[src/rtl/ex_alu_stage_if.sv]
// ----------------------------------------------------------------------------
// ex_alu_stage_if
// Bundle between the decode/forwarding logic and the execute-stage ALU.
// The master side (decode) issues ops and receives results.
// The slave side is the ALU stage itself.
// ----------------------------------------------------------------------------
interface ex_alu_stage_if #(
    parameter int WIDTH = 32,
    parameter int RD_W  = 5
);
    // Issue side
    logic             flush;
    logic             in_valid;
    logic             in_ready;
    logic [2:0]       opcode;
    logic [WIDTH-1:0] src_a;
    logic [WIDTH-1:0] src_b;
    logic [RD_W-1:0]  rd_in;
    logic             reg_write_in;

    // Completion side
    logic             out_valid;
    logic [WIDTH-1:0] result;
    logic             zero;
    logic [RD_W-1:0]  rd_out;
    logic             reg_write_out;

    modport master (
        output flush,
        output in_valid,
        output opcode,
        output src_a,
        output src_b,
        output rd_in,
        output reg_write_in,
        input  in_ready,
        input  out_valid,
        input  result,
        input  zero,
        input  rd_out,
        input  reg_write_out
    );

    modport slave (
        input  flush,
        input  in_valid,
        input  opcode,
        input  src_a,
        input  src_b,
        input  rd_in,
        input  reg_write_in,
        output in_ready,
        output out_valid,
        output result,
        output zero,
        output rd_out,
        output reg_write_out
    );
endinterface

[src/rtl/ex_alu_stage.sv]
// ----------------------------------------------------------------------------
// ex_alu_stage
// Execute-stage ALU. Single-cycle ops (add/sub/and/or/slt/sltu/sll) retire one
// cycle after accept and can be issued every cycle. Multiply is an iterative
// shift-add unit: it occupies the stage for exactly WIDTH cycles and holds
// in_ready low for that time. There is no early termination, so the latency
// stays deterministic.
// ----------------------------------------------------------------------------
module ex_alu_stage #(
    parameter int WIDTH = 32,
    parameter int RD_W  = 5
) (
    input  logic           clk,
    input  logic           rst,
    ex_alu_stage_if.slave  bus
);

    // ------------------------------------------------------------------------
    // Local constants
    // ------------------------------------------------------------------------
    localparam int SHAMT_W = $clog2(WIDTH);
    localparam int CNT_W   = $clog2(WIDTH + 1);

    localparam logic [2:0] OP_ADD  = 3'b000;
    localparam logic [2:0] OP_SUB  = 3'b001;
    localparam logic [2:0] OP_AND  = 3'b010;
    localparam logic [2:0] OP_OR   = 3'b011;
    localparam logic [2:0] OP_SLT  = 3'b100;
    localparam logic [2:0] OP_SLTU = 3'b101;
    localparam logic [2:0] OP_SLL  = 3'b110;
    localparam logic [2:0] OP_MUL  = 3'b111;

    localparam logic [CNT_W-1:0] CNT_ZERO = {CNT_W{1'b0}};
    localparam logic [CNT_W-1:0] CNT_ONE  = {{(CNT_W-1){1'b0}}, 1'b1};
    localparam logic [CNT_W-1:0] CNT_LAST = CNT_W'(WIDTH);

    localparam logic [WIDTH-1:0] DATA_ZERO = {WIDTH{1'b0}};
    localparam logic [RD_W-1:0]  RD_ZERO   = {RD_W{1'b0}};

    typedef enum logic [0:0] {
        ST_IDLE = 1'b0,
        ST_MUL  = 1'b1
    } state_t;

    // ------------------------------------------------------------------------
    // Helpers
    // ------------------------------------------------------------------------
    // The zero flag is derived from the exact value being loaded into result.
    function automatic logic is_zero(input logic [WIDTH-1:0] value);
        return (value == DATA_ZERO);
    endfunction

    // Zero-extend a single comparison bit to a full-width result.
    function automatic logic [WIDTH-1:0] bool_ext(input logic bit_in);
        return {{(WIDTH-1){1'b0}}, bit_in};
    endfunction

    // ------------------------------------------------------------------------
    // State
    // ------------------------------------------------------------------------
    state_t            state_r;
    logic [WIDTH-1:0]  mcand_r;
    logic [WIDTH-1:0]  mplier_r;
    logic [WIDTH-1:0]  acc_r;
    logic [CNT_W-1:0]  cnt_r;
    logic [RD_W-1:0]   mul_rd_r;
    logic              mul_rw_r;

    logic              out_valid_r;
    logic [WIDTH-1:0]  result_r;
    logic              zero_r;
    logic [RD_W-1:0]   rd_out_r;
    logic              reg_write_out_r;

    // ------------------------------------------------------------------------
    // Combinational signals
    // ------------------------------------------------------------------------
    logic              in_ready_s;
    logic              accept_s;
    logic [WIDTH-1:0]  alu_res_s;
    logic [WIDTH-1:0]  acc_next_s;
    logic [CNT_W-1:0]  cnt_next_s;
    logic              mul_done_s;

    // The ready signal depends only on state and reset, never on in_valid,
    // so upstream sees no combinational loop through the handshake.
    assign in_ready_s = (state_r == ST_IDLE) & ~rst;
    assign accept_s   = bus.in_valid & in_ready_s & ~bus.flush;

    // Single-cycle ALU datapath; mul is handled by the iterative unit below.
    always_comb begin
        alu_res_s = DATA_ZERO;
        case (bus.opcode)
            OP_ADD:  alu_res_s = bus.src_a + bus.src_b;
            OP_SUB:  alu_res_s = bus.src_a - bus.src_b;
            OP_AND:  alu_res_s = bus.src_a & bus.src_b;
            OP_OR:   alu_res_s = bus.src_a | bus.src_b;
            OP_SLT:  alu_res_s = bool_ext($signed(bus.src_a) < $signed(bus.src_b));
            OP_SLTU: alu_res_s = bool_ext(bus.src_a < bus.src_b);
            OP_SLL:  alu_res_s = bus.src_a << bus.src_b[SHAMT_W-1:0];
            OP_MUL:  alu_res_s = DATA_ZERO;
            default: alu_res_s = DATA_ZERO;
        endcase
    end

    // One shift-add iteration: conditional add, then the counter step that
    // decides whether this edge is the last iteration.
    always_comb begin
        if (mplier_r[0]) begin
            acc_next_s = acc_r + mcand_r;
        end else begin
            acc_next_s = acc_r;
        end
        cnt_next_s = cnt_r + CNT_ONE;
        if (state_r == ST_MUL) begin
            mul_done_s = (cnt_next_s == CNT_LAST);
        end else begin
            mul_done_s = 1'b0;
        end
    end

    // Control FSM, multiplier datapath and registered EX/MEM outputs.
    // Priority is reset, then flush, then completion/accept.
    always_ff @(posedge clk) begin
        if (rst) begin
            state_r         <= ST_IDLE;
            mcand_r         <= DATA_ZERO;
            mplier_r        <= DATA_ZERO;
            acc_r           <= DATA_ZERO;
            cnt_r           <= CNT_ZERO;
            mul_rd_r        <= RD_ZERO;
            mul_rw_r        <= 1'b0;
            out_valid_r     <= 1'b0;
            result_r        <= DATA_ZERO;
            zero_r          <= 1'b0;
            rd_out_r        <= RD_ZERO;
            reg_write_out_r <= 1'b0;
        end else if (bus.flush) begin
            // Kill any in-flight multiply and suppress this cycle's output;
            // result/zero/rd_out keep their last retired values.
            state_r         <= ST_IDLE;
            cnt_r           <= CNT_ZERO;
            out_valid_r     <= 1'b0;
            reg_write_out_r <= 1'b0;
        end else begin
            case (state_r)
                ST_IDLE: begin
                    if (accept_s && (bus.opcode == OP_MUL)) begin
                        state_r         <= ST_MUL;
                        mcand_r         <= bus.src_a;
                        mplier_r        <= bus.src_b;
                        acc_r           <= DATA_ZERO;
                        cnt_r           <= CNT_ZERO;
                        mul_rd_r        <= bus.rd_in;
                        mul_rw_r        <= bus.reg_write_in;
                        out_valid_r     <= 1'b0;
                        reg_write_out_r <= 1'b0;
                    end else if (accept_s) begin
                        out_valid_r     <= 1'b1;
                        result_r        <= alu_res_s;
                        zero_r          <= is_zero(alu_res_s);
                        rd_out_r        <= bus.rd_in;
                        reg_write_out_r <= bus.reg_write_in;
                    end else begin
                        out_valid_r     <= 1'b0;
                        reg_write_out_r <= 1'b0;
                    end
                end
                ST_MUL: begin
                    acc_r    <= acc_next_s;
                    mcand_r  <= mcand_r << 1;
                    mplier_r <= mplier_r >> 1;
                    cnt_r    <= cnt_next_s;
                    if (mul_done_s) begin
                        // Final iteration: retire the product including this
                        // edge's partial add and reopen the stage.
                        state_r         <= ST_IDLE;
                        out_valid_r     <= 1'b1;
                        result_r        <= acc_next_s;
                        zero_r          <= is_zero(acc_next_s);
                        rd_out_r        <= mul_rd_r;
                        reg_write_out_r <= mul_rw_r;
                    end else begin
                        out_valid_r     <= 1'b0;
                        reg_write_out_r <= 1'b0;
                    end
                end
                default: begin
                    state_r         <= ST_IDLE;
                    cnt_r           <= CNT_ZERO;
                    out_valid_r     <= 1'b0;
                    reg_write_out_r <= 1'b0;
                end
            endcase
        end
    end

    // ------------------------------------------------------------------------
    // Output drive
    // ------------------------------------------------------------------------
    assign bus.in_ready      = in_ready_s;
    assign bus.out_valid     = out_valid_r;
    assign bus.result        = result_r;
    assign bus.zero          = zero_r;
    assign bus.rd_out        = rd_out_r;
    assign bus.reg_write_out = reg_write_out_r;

endmodule

[src/flat_wrapper.sv]
// flat-port wrapper written by rule: the top's interface ports become plain ports
module ex_alu_stage_flat 
#(
    parameter int WIDTH = 32,
    parameter int RD_W  = 5
)
  (clk, rst, bus_flush, bus_in_valid, bus_opcode, bus_src_a, bus_src_b, bus_rd_in, bus_reg_write_in, bus_in_ready, bus_out_valid, bus_result, bus_zero, bus_rd_out, bus_reg_write_out);
  ex_alu_stage_if #(.WIDTH(WIDTH), .RD_W(RD_W)) bus_i ();
  input  logic clk;
  input  logic rst;
  input wire logic [$bits(bus_i.flush)-1:0] bus_flush;
  input wire logic [$bits(bus_i.in_valid)-1:0] bus_in_valid;
  input wire logic [$bits(bus_i.opcode)-1:0] bus_opcode;
  input wire logic [$bits(bus_i.src_a)-1:0] bus_src_a;
  input wire logic [$bits(bus_i.src_b)-1:0] bus_src_b;
  input wire logic [$bits(bus_i.rd_in)-1:0] bus_rd_in;
  input wire logic [$bits(bus_i.reg_write_in)-1:0] bus_reg_write_in;
  output wire logic [$bits(bus_i.in_ready)-1:0] bus_in_ready;
  output wire logic [$bits(bus_i.out_valid)-1:0] bus_out_valid;
  output wire logic [$bits(bus_i.result)-1:0] bus_result;
  output wire logic [$bits(bus_i.zero)-1:0] bus_zero;
  output wire logic [$bits(bus_i.rd_out)-1:0] bus_rd_out;
  output wire logic [$bits(bus_i.reg_write_out)-1:0] bus_reg_write_out;
  assign bus_i.flush = bus_flush;
  assign bus_i.in_valid = bus_in_valid;
  assign bus_i.opcode = bus_opcode;
  assign bus_i.src_a = bus_src_a;
  assign bus_i.src_b = bus_src_b;
  assign bus_i.rd_in = bus_rd_in;
  assign bus_i.reg_write_in = bus_reg_write_in;
  assign bus_in_ready = bus_i.in_ready;
  assign bus_out_valid = bus_i.out_valid;
  assign bus_result = bus_i.result;
  assign bus_zero = bus_i.zero;
  assign bus_rd_out = bus_i.rd_out;
  assign bus_reg_write_out = bus_i.reg_write_out;
  ex_alu_stage #(.WIDTH(WIDTH), .RD_W(RD_W)) u_core (.clk(clk), .rst(rst), .bus(bus_i));
endmodule
[config.mk]
export PLATFORM = sky130hd
export DESIGN_NAME = ex_alu_stage_flat
export DESIGN_NICKNAME = d
export VERILOG_FILES = /design/src/rtl/ex_alu_stage_if.sv /design/src/rtl/ex_alu_stage.sv /design/src/flat_wrapper.sv
export SDC_FILE = /design/constraint.sdc
export NUM_CORES = 1
export LEC_CHECK = 0
export CAP_MARGIN = 0
export CORE_MARGIN = 8
export CORE_UTILIZATION = 45
export CTS_CLUSTER_DIAMETER = 60
export CTS_CLUSTER_SIZE = 24
export DETAILED_ROUTE_END_ITERATION = 16
export MAX_ROUTING_LAYER = met4
export PLACE_DENSITY_LB_ADDON = 0.1
export SYNTH_ARGS = -nofsm -noshare
export SYNTH_HDL_FRONTEND = slang
export SYNTH_SLANG_ARGS = --single-unit
[constraint.sdc]
create_clock -name clk -period 14.9 [get_ports clk]
set_clock_uncertainty 0.15 [all_clocks]
set_input_delay 2.98 -clock clk [delete_from_list [all_inputs] [get_ports clk]]
set_output_delay 2.98 -clock clk [all_outputs]
set_load 0.02 [all_outputs]
==> out/metrics.yaml <==
outcome:
  status: "finished clean"
setup_path:
  reg2reg_from: "u_core.acc_r[16]"
  cpMaxStageDelayCell: "ha_1"
  critPathCapture: "u_core.bus.result[30]"
  crit_type: "in -> reg"
  cp-start-kind: "primary input"
  ff2ff_path_depth: 12
  critical-path-max-stage-delay_ns: 0.56
  crit_path_max_fanout: 46
  cp-startpoint: "bus_src_b[2]"
  crit_arrival_ns: 7.91
  cp.required_ns: 15.11
  path_delay_family: "compound AO/OA/AOI/OAI gates"
  reg2reg_slack_ns: 10.17
  crit_path_frequent_cell: "a211oi_1"
  critPathBufInv: 3
  crit_cells: 14
  end_kind: "flop"
  path_cells: "clkdlybuf4s50_1 > buf_4 > inv_1 > ha_1 > a211oi_1 > o21ai_1 > a211oi_1 > nor2_1 > o21ai_0 > o21ai_1 > mux2_2 > a22oi_1 > mux2i_1 > a211oi_1"
  r2r_end: "u_core.bus.zero"
grt:
  grt_pass1_wl_um: 97700
  antenna_found_initial: 3
  grt_pass1_vias: 15800
  grt_start_max_net_pins: 75
  grt_util_all_layers_pct: 31.3
  grt-ovfl-total: 0
layout:
  drive_gt1_share_pct: 6.22
  num-nets-final: 2334
  final_util_pct: 51.2
  final_cell_area_um2: 17700
  area_delta_synth_final_pct: 12.5
  fillers: 3509
route:
  wl_per_cell_um: 24.9
  drc_errors: 0
  drtIter0Drc: 1535
  antenna_left: 0
  vias: 16600
  wl_um: 64700
  viasPerCell: 6.40
  dr.pass1.iters: 6
sta:
  finalSetupViolations: 0
  drv_slew: 0
  max_slew.worst_pin.slew_ns: 1.04
  period_share_pct: 51.7
  rsz0062_at_grt: "no"
  timing.setup.tns_ns: 0
  finalHoldViolations: 0
  max_slew_margin_pct: 29.9
  fmax_ghz: 0.130
  final.min_clock_period_ns: 7.70
die:
  dieArea_um2: 41100
  io_pins: 118
  core_um2: 34500
  fp-row-count: 68
  dieHeight_um: 203
  start_util_pct: 45.5
  die_width_um: 203
worst_hold_path:
  hold_class: "reg -> reg"
clock_network:
  numCtsBuffers: 17
  cts_resized: 0
  cts.hold.buffers_added: 0
  cts_tree: "built"
  clockRootBuffer: "clkbuf_16"
  htree_levels: 4
  cts.clk_slew.worst_paths_ns: 0.06
  cts_sinks: 149
  insertion_delay_ns: 0.45
  cts.path.max_buffers: 2
  postCtsSetupBuffers: 0
pwr:
  ir_drop_v: 0.0000785
  p_per_area_nw_per_um2: 69.8
  switchingPower_uw: 465
  pwr-share-seq_pct: 32.9
  internal-power_uw: 768
  p_leak_uw: 0.00691
  pwr-share-clk_pct: 35.8
  switching_share_pct: 37.7
  comb_power_share_pct: 31.3
placement:
  dp_hpwl_um: 50000
  portBuffers: 117
  gp_congestion: 1.02
  place_area_um2: 17100
logic_synthesis:
  synth_seq_cells: 149
  yosysWarnings: 0
  synth_area_um2: 15700
  yosys_most_used_dff: "dfxtp_1"
  avgSynthCellArea_um2: 7.46
  yosysSeqAreaShare_pct: 19.0
  synthCells: 2102
  synthArstFlopShare_pct: 0
  synth_cell_types: 78
  synth_edf_count: 0
  synth_nets: 2312
run:
  drv_cap: 0
[placed cells by master, fill, tap and decap left out, types with 29 or more instances in the layout]
cell	synthesis	routed
nand2_1	191	191
mux2i_1	119	119
clkdlybuf4s50_1	0	113
xnor2_1	29	29
nor3_1	50	50
o21ai_0	120	120
inv_1	112	112
a211oi_1	113	113
o211ai_1	38	38
nand3_1	29	29
a21o_1	32	32
ha_1	130	130
dfxtp_1	149	147
nor2_1	247	245
a21oi_1	158	157
[power groups by stage]
stage	Combinational (µW)	Clock, µW	Sequential, µW
6_report	386	442	406
5_1_grt	411	466	406
4_1_cts	376	449	405
3_5_place_dp	374	0	415
3_3_place_gp	374	0	415
2_1_floorplan	233	0	416
[metal layers]
metal	GRT usage [%]	share of wire, %
met5	-	0
met4	13.5	4.2
met3	3.65	6.2
met2	48.6	46
met1	40.9	44
[worst min-delay path by stage]
stage,start,end,cells after the start
4_1_cts,u_core.bus.result[7],u_core.bus.result[7],2
5_1_grt,u_core.bus.result[28],u_core.bus.result[28],2
2_1_floorplan,u_core.acc_r[24],u_core.acc_r[24],2
3_5_place_dp,u_core.bus.result[7],u_core.bus.result[7],2
3_3_place_gp,u_core.bus.result[7],u_core.bus.result[7],2
6_report,u_core.bus.result[17],u_core.bus.result[17],2
[synthesized netlist by cell type (11+ instances only)]
library cell | number | area share, %
a211oi_1 | 113 | 5.4
a21o_1 | 32 | 1.5
a21oi_1 | 158 | 5.0
a221oi_1 | 18 | 1.0
a22o_1 | 11 | 0.61
a31oi_1 | 20 | 0.80
and2_1 | 15 | 0.60
and3_1 | 13 | 0.52
buf_1 | 16 | 0.38
buf_2 | 15 | 0.48
clkbuf_1 | 108 | 2.6
dfxtp_1 | 149 | 19
ha_1 | 130 | 10
inv_1 | 112 | 2.7
mux2_2 | 16 | 1.1
mux2i_1 | 119 | 7.6
mux4_2 | 25 | 3.6
nand2_1 | 191 | 4.6
nand2b_1 | 22 | 0.88
nand3_1 | 29 | 0.92
nand4_1 | 18 | 0.72
nor2_1 | 247 | 5.9
nor2b_1 | 25 | 1.0
nor3_1 | 50 | 1.6
nor4_1 | 14 | 0.56
o211ai_1 | 38 | 1.8
o21a_1 | 12 | 0.57
o21ai_0 | 120 | 3.8
o22ai_1 | 15 | 0.60
o31ai_1 | 15 | 0.72
or2_2 | 14 | 0.56
or3_1 | 13 | 0.52
xnor2_1 | 29 | 1.6
xor2_1 | 13 | 0.73
[worst min-delay path: cells and delay by family (launching register included)]
kind / cells / cell delay (ns)
AND/OR/NAND/NOR: 1 / 0.05
AO/OA/AOI/OAI: 1 / 0.05
flip-flops: 1 / 0.31
[cell type report]
type / count / area, µm² / area share, %
Inverter: 113 / 424 / 2.40
Clock buffer: 20 / 457 / 2.59
Multi-Input combinational cell: 1700 / 11800 / 66.6
Timing Repair Buffer: 143 / 1350 / 7.64
Clock inverter: 12 / 110 / 0.624
Antenna cell: 1 / 2.50 / 0.0142
Sequential cell: 149 / 2990 / 16.9
Tap cell: 455 / 569 / 3.22
[through the flow]
stage | std cells | hold slack (ns) | power, µW | setup slack, ns
after floorplan | 2102 | 0.281 | 649 | 8.07
after global placement | 2560 | 0.288 | 789 | 6.85
after detailed placement | 2560 | 0.293 | 789 | 6.83
after CTS | 2592 | 0.303 | 1230 | 7.30
after global routing | 2593 | 0.322 | 1280 | 6.90
final | 2593 | 0.303 | 1230 | 7.20
[flip-flops by register name (all words and copies together) (netlist names)]
name and count:
u_core.bus.result 32, u_core.mcand_r 32, u_core.bus.out_valid 1, u_core.mul_rw_r 1, u_core.mplier_r 32, u_core.bus.rd_out 5, u_core.acc_r 32, u_core.state_r 1
u_core.cnt_r 6, u_core.mul_rd_r 5, u_core.bus.reg_write_out 1, u_core.bus.zero 1
[kinds of logic (layout without fill, tap and decap cells)]
kind of cell             after synthesis  after routing  synth area share, %
adder cells (fa/ha/maj)              133            133                 10.7
flip-flops                           149            149                 19.0
AND/OR/NAND/NOR                      689            689                 20.4
other                                  0              1                    0
AO/OA/AOI/OAI                        676            676                 28.9
XOR/XNOR                              42             42                 2.34
multiplexers                         160            160                 12.3
buffers and inverters                253            288                 6.22
No activity file was read; power rests on OpenSTA's default activity.
